File: config.mk
export PLATFORM = sky130hd
export DESIGN_NAME = rsa_job_arbiter
export DESIGN_NICKNAME = d
export VERILOG_FILES = /design/src/rtl/rsa_pkg.sv /design/src/rtl/rr_arbiter.sv /design/src/rtl/rsa_job_arbiter.sv
export SDC_FILE = /design/constraint.sdc
export NUM_CORES = 1
export LEC_CHECK = 0
export BUFFER_PORTS_ARGS = -buffer_cell sky130_fd_sc_hd__buf_2
export CORE_MARGIN = 2
export CORE_UTILIZATION = 40
export CTS_CLUSTER_SIZE = 12
export DETAILED_ROUTE_END_ITERATION = 10
export GPL_ROUTABILITY_DRIVEN = 0
export HOLD_SLACK_MARGIN = 0.03
export PLACE_DENSITY = 0.85
export SYNTH_ARGS = -nofsm -noshare
export SYNTH_HDL_FRONTEND = slang
export SYNTH_SLANG_ARGS = --single-unit
File: constraint.sdc
create_clock -name clk -period 3.55 [get_ports clk]
set_input_delay 0.1775 -clock clk [delete_from_list [all_inputs] [get_ports clk]]
set_output_delay 0.1775 -clock clk [all_outputs]
set_load 0.02 [all_outputs]
File: src/rtl/rsa_pkg.sv
// ---------------------------------------------------------------------------
// rsa_pkg
// Shared definitions for the RSA job arbiter slice:
//   arb_state_t     - arbiter FSM state encoding (IDLE/LAUNCH/WAIT/RESP)
//   DEFAULT_WIDTH   - default operand/result width
//   DEFAULT_NUM_REQ - default requester count
//   id_width()      - width of a requester index (never less than 1 bit)
//   req_id_t        - requester index type for the default requester count
// ---------------------------------------------------------------------------
package rsa_pkg;

    typedef enum logic [1:0] {
        ST_IDLE   = 2'd0,
        ST_LAUNCH = 2'd1,
        ST_WAIT   = 2'd2,
        ST_RESP   = 2'd3
    } arb_state_t;

    localparam int DEFAULT_WIDTH   = 16;
    localparam int DEFAULT_NUM_REQ = 4;

    // A single requester still needs a 1-bit id so that the ports stay legal.
    function automatic int id_width(input int n);
        return (n > 1) ? $clog2(n) : 1;
    endfunction

    typedef logic [id_width(DEFAULT_NUM_REQ)-1:0] req_id_t;

endpackage

File: src/rtl/rr_arbiter.sv
// ---------------------------------------------------------------------------
// rr_arbiter
// Combinational round-robin pick: grants the first set bit of req at or after
// ptr, wrapping from NUM_REQ-1 back to 0.
// Ports:
//   req      in  NUM_REQ  request vector
//   ptr      in  ID_W     highest-priority index (must be < NUM_REQ)
//   grant    out NUM_REQ  one-hot grant, all-zero when req is all-zero
//   grant_id out ID_W     index of the granted bit (0 when nothing granted)
// ---------------------------------------------------------------------------
module rr_arbiter
    import rsa_pkg::*;
#(
    parameter  int NUM_REQ = DEFAULT_NUM_REQ,
    localparam int ID_W    = id_width(NUM_REQ)
) (
    input  logic [NUM_REQ-1:0] req,
    input  logic [ID_W-1:0]    ptr,
    output logic [NUM_REQ-1:0] grant,
    output logic [ID_W-1:0]    grant_id
);

    logic [ID_W:0]   sum;
    logic [ID_W-1:0] idx;
    logic            found;

    always_comb begin
        grant    = '0;
        grant_id = '0;
        found    = 1'b0;
        sum      = '0;
        idx      = '0;
        for (int k = 0; k < NUM_REQ; k++) begin
            // One extra bit on the sum so ptr+k cannot overflow before the wrap.
            sum = {1'b0, ptr} + (ID_W+1)'(k);
            if (sum >= (ID_W+1)'(NUM_REQ)) begin
                sum = sum - (ID_W+1)'(NUM_REQ);
            end
            idx = sum[ID_W-1:0];
            if (!found && req[idx]) begin
                found      = 1'b1;
                grant[idx] = 1'b1;
                grant_id   = idx;
            end
        end
    end

endmodule

File: src/rtl/rsa_job_arbiter.sv
// ---------------------------------------------------------------------------
// rsa_job_arbiter
// Shares one modular-exponentiation engine between NUM_REQ requesters.
// One job is in flight at a time; requesters are served round-robin, the
// pointer moving to winner+1 once the response has been taken.
//
// Handshakes: every valid/ready pair transfers exactly on the rising edge
// where both are high; valid never waits for ready, and once valid is raised
// the payload is held stable until that transfer. req_ready is a one-hot
// grant offered only in IDLE; rsp_valid/rsp_id/rsp_data/rsp_err are held in
// RESP until rsp_ready.
//
// Ports:
//   clk, rst_n                    clock, asynchronous active-low reset
//   req_valid / req_ready         per-requester job handshake (one-hot ready)
//   req_msg, req_exp, req_mod     packed operands, requester i at [i*WIDTH +: WIDTH]
//   eng_start                     one-cycle engine launch pulse
//   eng_msg, eng_exp, eng_mod     registered engine operands
//   eng_done, eng_result          engine completion pulse and result
//   rsp_valid / rsp_ready         response handshake
//   rsp_id, rsp_data, rsp_err     response payload
//   busy                          high whenever the FSM is not in IDLE
//   state_dbg                     current FSM state, for observation
//
// Optional feature: define RSA_ARB_TIMEOUT_EN to enable an engine watchdog;
// TIMEOUT_CYCLES after eng_start without eng_done, the job completes with
// rsp_data=0, rsp_err=1. Without the macro WAIT waits indefinitely.
// ---------------------------------------------------------------------------
module rsa_job_arbiter
    import rsa_pkg::*;
#(
    parameter  int NUM_REQ        = DEFAULT_NUM_REQ,
    parameter  int WIDTH          = DEFAULT_WIDTH,
    parameter  int TIMEOUT_CYCLES = 4096,
    localparam int ID_W           = id_width(NUM_REQ)
) (
    input  logic                     clk,
    input  logic                     rst_n,
    input  logic [NUM_REQ-1:0]       req_valid,
    output logic [NUM_REQ-1:0]       req_ready,
    input  logic [NUM_REQ*WIDTH-1:0] req_msg,
    input  logic [NUM_REQ*WIDTH-1:0] req_exp,
    input  logic [NUM_REQ*WIDTH-1:0] req_mod,
    output logic                     eng_start,
    output logic [WIDTH-1:0]         eng_msg,
    output logic [WIDTH-1:0]         eng_exp,
    output logic [WIDTH-1:0]         eng_mod,
    input  logic                     eng_done,
    input  logic [WIDTH-1:0]         eng_result,
    output logic                     rsp_valid,
    input  logic                     rsp_ready,
    output logic [ID_W-1:0]          rsp_id,
    output logic [WIDTH-1:0]         rsp_data,
    output logic                     rsp_err,
    output logic                     busy,
    output arb_state_t               state_dbg
);

    arb_state_t      state, state_next;
    logic [ID_W-1:0] ptr;
    logic [ID_W-1:0] win_id;

    logic [NUM_REQ-1:0] grant;
    logic [ID_W-1:0]    grant_id;
    logic               accept;
    logic               tmo_hit;

    logic [WIDTH-1:0] msg_arr [NUM_REQ];
    logic [WIDTH-1:0] exp_arr [NUM_REQ];
    logic [WIDTH-1:0] mod_arr [NUM_REQ];

    for (genvar i = 0; i < NUM_REQ; i++) begin : g_unpack
        assign msg_arr[i] = req_msg[i*WIDTH +: WIDTH];
        assign exp_arr[i] = req_exp[i*WIDTH +: WIDTH];
        assign mod_arr[i] = req_mod[i*WIDTH +: WIDTH];
    end

    rr_arbiter #(
        .NUM_REQ (NUM_REQ)
    ) u_rr_arbiter (
        .req      (req_valid),
        .ptr      (ptr),
        .grant    (grant),
        .grant_id (grant_id)
    );

    // The grant only ever covers valid requesters, so any grant bit in IDLE
    // is a completed handshake.
    assign accept = (state == ST_IDLE) && (|grant);

`ifdef RSA_ARB_TIMEOUT_EN
    localparam int TMO_W = (TIMEOUT_CYCLES > 2) ? $clog2(TIMEOUT_CYCLES) : 1;
    logic [TMO_W-1:0] tmo_cnt;

    // Counts from the launch cycle, so the watchdog response appears exactly
    // TIMEOUT_CYCLES cycles after eng_start.
    always_ff @(posedge clk or negedge rst_n) begin
        if (!rst_n) begin
            tmo_cnt <= '0;
        end else if (state == ST_LAUNCH || state == ST_WAIT) begin
            tmo_cnt <= tmo_cnt + 1'b1;
        end else begin
            tmo_cnt <= '0;
        end
    end

    assign tmo_hit = (state == ST_WAIT) && !eng_done &&
                     (tmo_cnt == TMO_W'(TIMEOUT_CYCLES - 1));
`else
    assign tmo_hit = 1'b0;
`endif

    // State register
    always_ff @(posedge clk or negedge rst_n) begin
        if (!rst_n) begin
            state <= ST_IDLE;
        end else begin
            state <= state_next;
        end
    end

    // Next-state logic
    always_comb begin
        state_next = state;
        case (state)
            ST_IDLE: begin
                if (accept) begin
                    // A zero modulus is rejected without touching the engine.
                    state_next = (mod_arr[grant_id] != '0) ? ST_LAUNCH : ST_RESP;
                end
            end
            ST_LAUNCH: state_next = ST_WAIT;
            ST_WAIT: begin
                if (eng_done || tmo_hit) begin
                    state_next = ST_RESP;
                end
            end
            ST_RESP: begin
                if (rsp_ready) begin
                    state_next = ST_IDLE;
                end
            end
            default: state_next = ST_IDLE;
        endcase
    end

    // Job datapath: operands, winner, result, round-robin pointer
    always_ff @(posedge clk or negedge rst_n) begin
        if (!rst_n) begin
            eng_msg  <= '0;
            eng_exp  <= '0;
            eng_mod  <= '0;
            win_id   <= '0;
            rsp_data <= '0;
            rsp_err  <= 1'b0;
            ptr      <= '0;
        end else begin
            if (accept) begin
                eng_msg  <= msg_arr[grant_id];
                eng_exp  <= exp_arr[grant_id];
                eng_mod  <= mod_arr[grant_id];
                win_id   <= grant_id;
                rsp_data <= '0;
                rsp_err  <= (mod_arr[grant_id] == '0);
            end
            if (state == ST_WAIT && eng_done) begin
                rsp_data <= eng_result;
                rsp_err  <= 1'b0;
            end else if (tmo_hit) begin
                rsp_data <= '0;
                rsp_err  <= 1'b1;
            end
            if (state == ST_RESP && rsp_ready) begin
                ptr <= (win_id == ID_W'(NUM_REQ - 1)) ? '0 : win_id + 1'b1;
            end
        end
    end

    // Outputs
    always_comb begin
        // rst_n gating keeps the grant low while reset is held, even with
        // requests pending.
        req_ready = (state == ST_IDLE && rst_n) ? grant : '0;
        eng_start = (state == ST_LAUNCH);
        rsp_valid = (state == ST_RESP);
        busy      = (state != ST_IDLE);
        rsp_id    = win_id;
        state_dbg = state;
    end

endmodule

After elaboration in Yosys (flattened, before gate mapping). Cells that the tools add are included.

Register bits after elaboration: 71. Input bits: 216. Output and inout port bits: 76. Word-level logic and storage cells: 112.

Add/subtract/negate cells: 8. $lt $le $gt $ge: 13. Equal/unequal tests: 7. Muxes and demuxes: 51. Bitwise gates (word level): 4. Reductions and logical operators: 21.

Operator list (count): two-way mux 16 bit (8); binary-select mux 16 bit (select 2 bit) (3); two-way mux 2 bit (13); two-way mux 4 bit (5); logical NOT 16 bit (1); nonzero test 16 bit (1); two-way mux 1 bit (13); >= comparator 3 bit, second input constant (4); < comparator 2 x 3 -> 1 bit, second input constant (4); OR 4 bit (3); logical AND 1 bit (11); binary-select mux 1 bit (select 2 bit) (4); demux 1 bit (select 2 bit) (4); >= comparator 2 x 1 -> 1 bit, second input constant (4); case mux 2 bit (4 select lines) (1); subtractor 2 x 1 -> 2 bit, second input constant (4); adder 2 x 2 -> 3 bit, second input constant (2); equality test 2 bit, second input constant (3); inequality test 2 bit, second input constant (2); nonzero test 2 bit (2); OR reduction 4 bit (1); adder 2 x 1 -> 3 bit, second input constant (1); >= comparator 2 x 3 -> 1 bit, second input constant (1); logical NOT 1 bit (3); 6 further kinds (6).

Longest topological paths before layout.
Depth in word-level cells: 22. Gate-level depth with buffers: 16. Depth with buffers taken out: 11.

Cells and area by module. Synthesis repeated with hierarchy kept, for this count alone.

Cells, all modules: 340. Area total of the unflattened synthesis: 4500.6 um2.

By module, submodules not included: rsa_job_arbiter (instances 1, cells an instance 275, area each 4011.3 um2, sequential area each 1776.7 um2); rr_arbiter (instances 1, cells an instance 65, area each 489.2 um2, sequential area each 0.0 um2).

Worst setup path before layout. No wires, ideal clock.

Path type: register -> register. From: register ptr[0]. To: register rsp_err. Library setup time: 0.092 ns. Arrival time: 3.768 ns. Data required time: 3.458 ns. Setup slack: -0.310 ns. Cell stages (with the launch flop): 15. Buffers on the path: 3. Period minus slack after synthesis: 3.860 ns. Cell sequence: dfrtp_1 buf_2 buf_4 inv_1 ha_1 buf_2 mux4_2 nor2b_4 or2_2 a21oi_4 mux4_2 nor4_1 nand4_1 or2_1 o31ai_2.

Cells in the longest elaborated chain, start to end: 21. Elaborated cells on any way between the ends: 73. Classes of those cells: add/sub: 7; order compare: 12; mux: 36; bitwise: 4; reduce/logical: 14.

RTL lines: from (decl) (line rsa_job_arbiter.sv:60) `logic [ID_W-1:0] ptr;`; from (signal assigned) (line rsa_job_arbiter.sv:174) `ptr <= (win_id == ID_W'(NUM_REQ - 1)) ? '0 : win_id + 1'b1;`; parallel branches: the longest is 21 deep, another holds adder 2 x 1 -> 3 bit; to (signal assigned) (line rsa_job_arbiter.sv:164) `rsp_err <= (mod_arr[grant_id] == '0);`; to (decl) (line rsa_job_arbiter.sv:54) `output logic rsp_err,`.

Several ways; the timed one is not identified. The select of a mux whose other input is x is not followed. A chain may end at the register's enable or synchronous reset.

Worst setup path in the final report.
From: register ptr[1]. To: register rsp_err.

Same word-level chain as after synthesis.

==> impl_metrics.csv <==
group,metric,value,unit
outcome,outcome,"finished clean",
timing,timing.fmax,290,MHz
cts,h_tree_level_count,3,
synthesis,post_synth_top_flop,"sky130_fd_sc_hd__dfrtp_1",
synthesis,number_of_enable_type_register_cells_in_the_synthesized_netlist,0,
die,placementRows,40,
global_routing,global_route.usage.total,25.7,%
synthesis,syn_nets,898,
cts,cts_buffer_depth,2,
die,core_region_area,12100,um^2
timing,min_period_over_period,97.1,%
detailed_routing,drtAntennaViolNets,0,
power_and_ir_drop,share_clk_of_total_power,12.3,%
detailed_routing,drt-pass1-iter-count,6,
timing,finClkSkew,0.00756,ns
hold_path,min_path_type,"in -> reg",
placed_design,portBuffers,291,
global_routing,grt_pass1_vias,5587,
cts,cts_root_buf,"sky130_fd_sc_hd__clkbuf_16",
final_layout,postLayoutCellArea,7180,um^2
synthesis,synth_cell_type_count,58,
power_and_ir_drop,leakagePower,3.85,nW
worst_setup_path,critical_path_class,"reg -> reg",
detailed_routing,first_iter_violations,370,
power_and_ir_drop,total_switching_power,3.99,mW
final_layout,finish.net_count,1186,
final_layout,syn_to_final_growth,43.5,%
placed_design,detailed_place_hpwl,13.3,mm
detailed_routing,viasPerCell,5.20,
timing,min_period,3.45,ns
global_routing,grt_pass1_wl,26.7,mm
worst_setup_path,cp_data_arrival_time,3.69,ns
synthesis,mappedNetlistArea,5010,um^2
timing,worst_pin_slew,0.815,ns
final_layout,most_frequent_standard_cell_in_the_layout_excluding_fill_and_tap_cells,"sky130_fd_sc_hd__buf_2",
power_and_ir_drop,p_int,3.91,mW
worst_setup_path,cp_max_fo,6,
synthesis,gate_count_after_technology_mapping,669,
worst_setup_path,cp.required,3.80,ns
cts,cts.clk_slew.worst_paths,0.06,ns
timing,whs,0.0439,ns
final_layout,top_library_cells_by_usage_in_the_layout_fill_and_taps_aside,"sky130_fd_sc_hd__buf_2 (290), sky130_fd_sc_hd__nand2_1 (257), sky130_fd_sc_hd__dfrtp_1 (69)",
power_and_ir_drop,p_comb_share,69.1,%
power_and_ir_drop,sequentialPowerShare,18.5,%
detailed_routing,post-route-drc-count,0,
global_routing,grt_overflow,0,
power_and_ir_drop,switch_share,50.5,%
global_routing,antenna_found_initial,4,
final_layout,footprint_of_the_flip_flops_and_latches,1780,um^2
die,die_y,116,um
global_routing,maximum_number_of_pins_on_one_net_before_global_route_repair,75,
final_layout,multi_input_comb_area,3040,um^2
die,io_pins,292,
timing,setup-violations-final,0,
die,die-width,116,um
timing,final-hold-violation-count,0,
power_and_ir_drop,cellPowerDensity,1100,nW/um^2
worst_setup_path,critPathLaunchType,"flop",
detailed_routing,postRouteWirelength,17.6,mm
power_and_ir_drop,max-vdd-ir-drop,0.556,mV
worst_setup_path,critical_path.endpoint_type,"flop",
job,timing.max_cap.violations,0,
final_layout,drive_gt1_share,38.6,%
detailed_routing,routed_wire_length_per_instance,15.5,um
synthesis,synth_async_sr_flop_share,100,%
worst_setup_path,regToRegSetupSlack,0.10,ns
cts,tritoncts.num_buffers,9,
detailed_routing,number_of_vias_in_the_routed_layout,5886,
synthesis,synth_sequential_area_ratio,35.5,%
die,floorplan.die_area,13400,um^2
cts,cts.sink_count,71,
final_layout,final.fill_count,1110,
timing,timing.slew.headroom,45.3,%
synthesis,synth.avg_cell_area,7.48,um^2
synthesis,yosys_register_bits,71,
placed_design,dpl-instance-area,6680,um^2
cts,clock_insertion_delay_worst_skew,0.34,ns
cts,tritoncts,"built",
synthesis,yosysWarningCount,0,
timing,final_max_slew_viol_count,0,
die,start_util,41.3,%
## cells in the mapped netlist (4+ instances only)
cell type | n | area [um^2]
sky130_fd_sc_hd__nand2_1 | 258 | 968
sky130_fd_sc_hd__dfrtp_1 | 71 | 1780
sky130_fd_sc_hd__nand3_1 | 58 | 290
sky130_fd_sc_hd__o21ai_0 | 52 | 260
sky130_fd_sc_hd__clkbuf_1 | 39 | 146
sky130_fd_sc_hd__o21ai_1 | 31 | 155
sky130_fd_sc_hd__nor2_1 | 16 | 60.1
sky130_fd_sc_hd__mux2_2 | 14 | 158
sky130_fd_sc_hd__ha_1 | 13 | 163
sky130_fd_sc_hd__mux4_2 | 10 | 225
sky130_fd_sc_hd__a22oi_1 | 7 | 52.6
sky130_fd_sc_hd__a21o_1 | 6 | 45.0
sky130_fd_sc_hd__buf_2 | 6 | 30.0
sky130_fd_sc_hd__inv_1 | 6 | 22.5
sky130_fd_sc_hd__mux2i_1 | 6 | 60.1
sky130_fd_sc_hd__a221oi_1 | 5 | 43.8
sky130_fd_sc_hd__nor3_1 | 5 | 25.0
sky130_fd_sc_hd__a21oi_1 | 4 | 20.0
## area by class of cell
type / instances / area share (%)
Antenna cell: 2 / 0.0697
Clock buffer: 9 / 3.13
Clock inverter: 7 / 1.36
Inverter: 8 / 0.453
Multi-Input combinational cell: 540 / 42.4
Sequential cell: 71 / 24.8
Tap cell: 168 / 2.93
Timing Repair Buffer: 327 / 24.9
## worst max-delay path, cell delays in order, from the launching register on
cell	delay, ns
sky130_fd_sc_hd__dfrtp_2	0.44
sky130_fd_sc_hd__inv_1	0.12
sky130_fd_sc_hd__ha_4	0.22
sky130_fd_sc_hd__mux4_2	0.32
sky130_fd_sc_hd__nor2b_4	0.09
sky130_fd_sc_hd__or2_4	0.26
sky130_fd_sc_hd__a21oi_4	0.30
sky130_fd_sc_hd__mux4_2	0.57
sky130_fd_sc_hd__nor4_2	0.36
sky130_fd_sc_hd__nand4_1	0.19
sky130_fd_sc_hd__or2_1	0.28
sky130_fd_sc_hd__o31ai_2	0.20
## sequential cells by signal (all words and copies together) (netlist names)
| name | count |
|---|---|
| eng_exp | 16 |
| eng_mod | 16 |
| eng_msg | 16 |
| ptr | 2 |
| rsp_data | 16 |
| rsp_err | 1 |
| rsp_id | 2 |
| state_dbg | 2 |
## power by group through the flow
stage | logic, mW | clock network, mW | registers, mW
after floorplan | 3.40 | 0 | 1.91
after global placement | 5.26 | 0 | 1.45
after global routing | 6.10 | 1.03 | 1.51
after CTS | 5.42 | 0.994 | 1.46
after detailed placement | 5.38 | 0 | 1.47
final | 5.47 | 0.974 | 1.47
## metrics by stage
| stage | util (%) | power (mW) | cells | setup slack (ns) | TNS (ns) |
|---|---|---|---|---|---|
| 2_1_floorplan | - | 5.32 | 669 | 0.0175 | 0 |
| 3_3_place_gp | 55.1 | 6.71 | 1097 | 0.0963 | 0 |
| 3_5_place_dp | 55.1 | 6.85 | 1097 | -0.00403 | -0.00403 |
| 4_1_cts | 59.0 | 7.88 | 1126 | 0.0431 | 0 |
| 5_1_grt | 59.3 | 8.64 | 1131 | -0.0327 | -0.0327 |
| 6_report | 59.3 | 7.91 | 1132 | 0.104 | 0 |
## layer usage
metal,up-vias,global-route usage [%],share of wire [%]
li1,2883,-,-
met1,2679,27.4,37
met2,279,47.5,52
met3,41,7.79,8.4
met4,4,9.68,2.3
met5,-,0,0.14
## cell families after synthesis
| group | count (synthesis) | synth area share [%] |
|---|---|---|
| simple gates | 361 | 30.4 |
| buf+inv | 58 | 4.72 |
| compound gates | 135 | 17.1 |
| mux | 31 | 9.07 |
| flops | 71 | 35.5 |
| fa+ha+maj | 13 | 3.25 |
## worst paths after layout
check                                        from                  endpoint  cells past startpoint
min in group asynchronous                   rst_n   rsp_data[2]$_DFFE_PN0P_                      2
hold reg to reg            eng_exp[9]$_DFFE_PN0P_    eng_exp[9]$_DFFE_PN0P_                      2
setup reg to reg               ptr[1]$_DFFE_PN0P_       rsp_err$_DFFE_PN0P_                     11
setup / recovery               ptr[1]$_DFFE_PN0P_       rsp_err$_DFFE_PN0P_                     11
max in group asynchronous                   rst_n    eng_msg[4]$_DFFE_PN0P_                      3
hold / removal                     eng_result[12]  rsp_data[12]$_DFFE_PN0P_                      3
## repair_timing
action	in CTS	in global routing
buffers inserted	0	4
gates resized for setup	2	4
pin swaps	0	1
endpoints found under the setup margin	2	2
hold buffers	13	0
hold endpoints to repair	46	0
(Power assumes the default switching activity.)
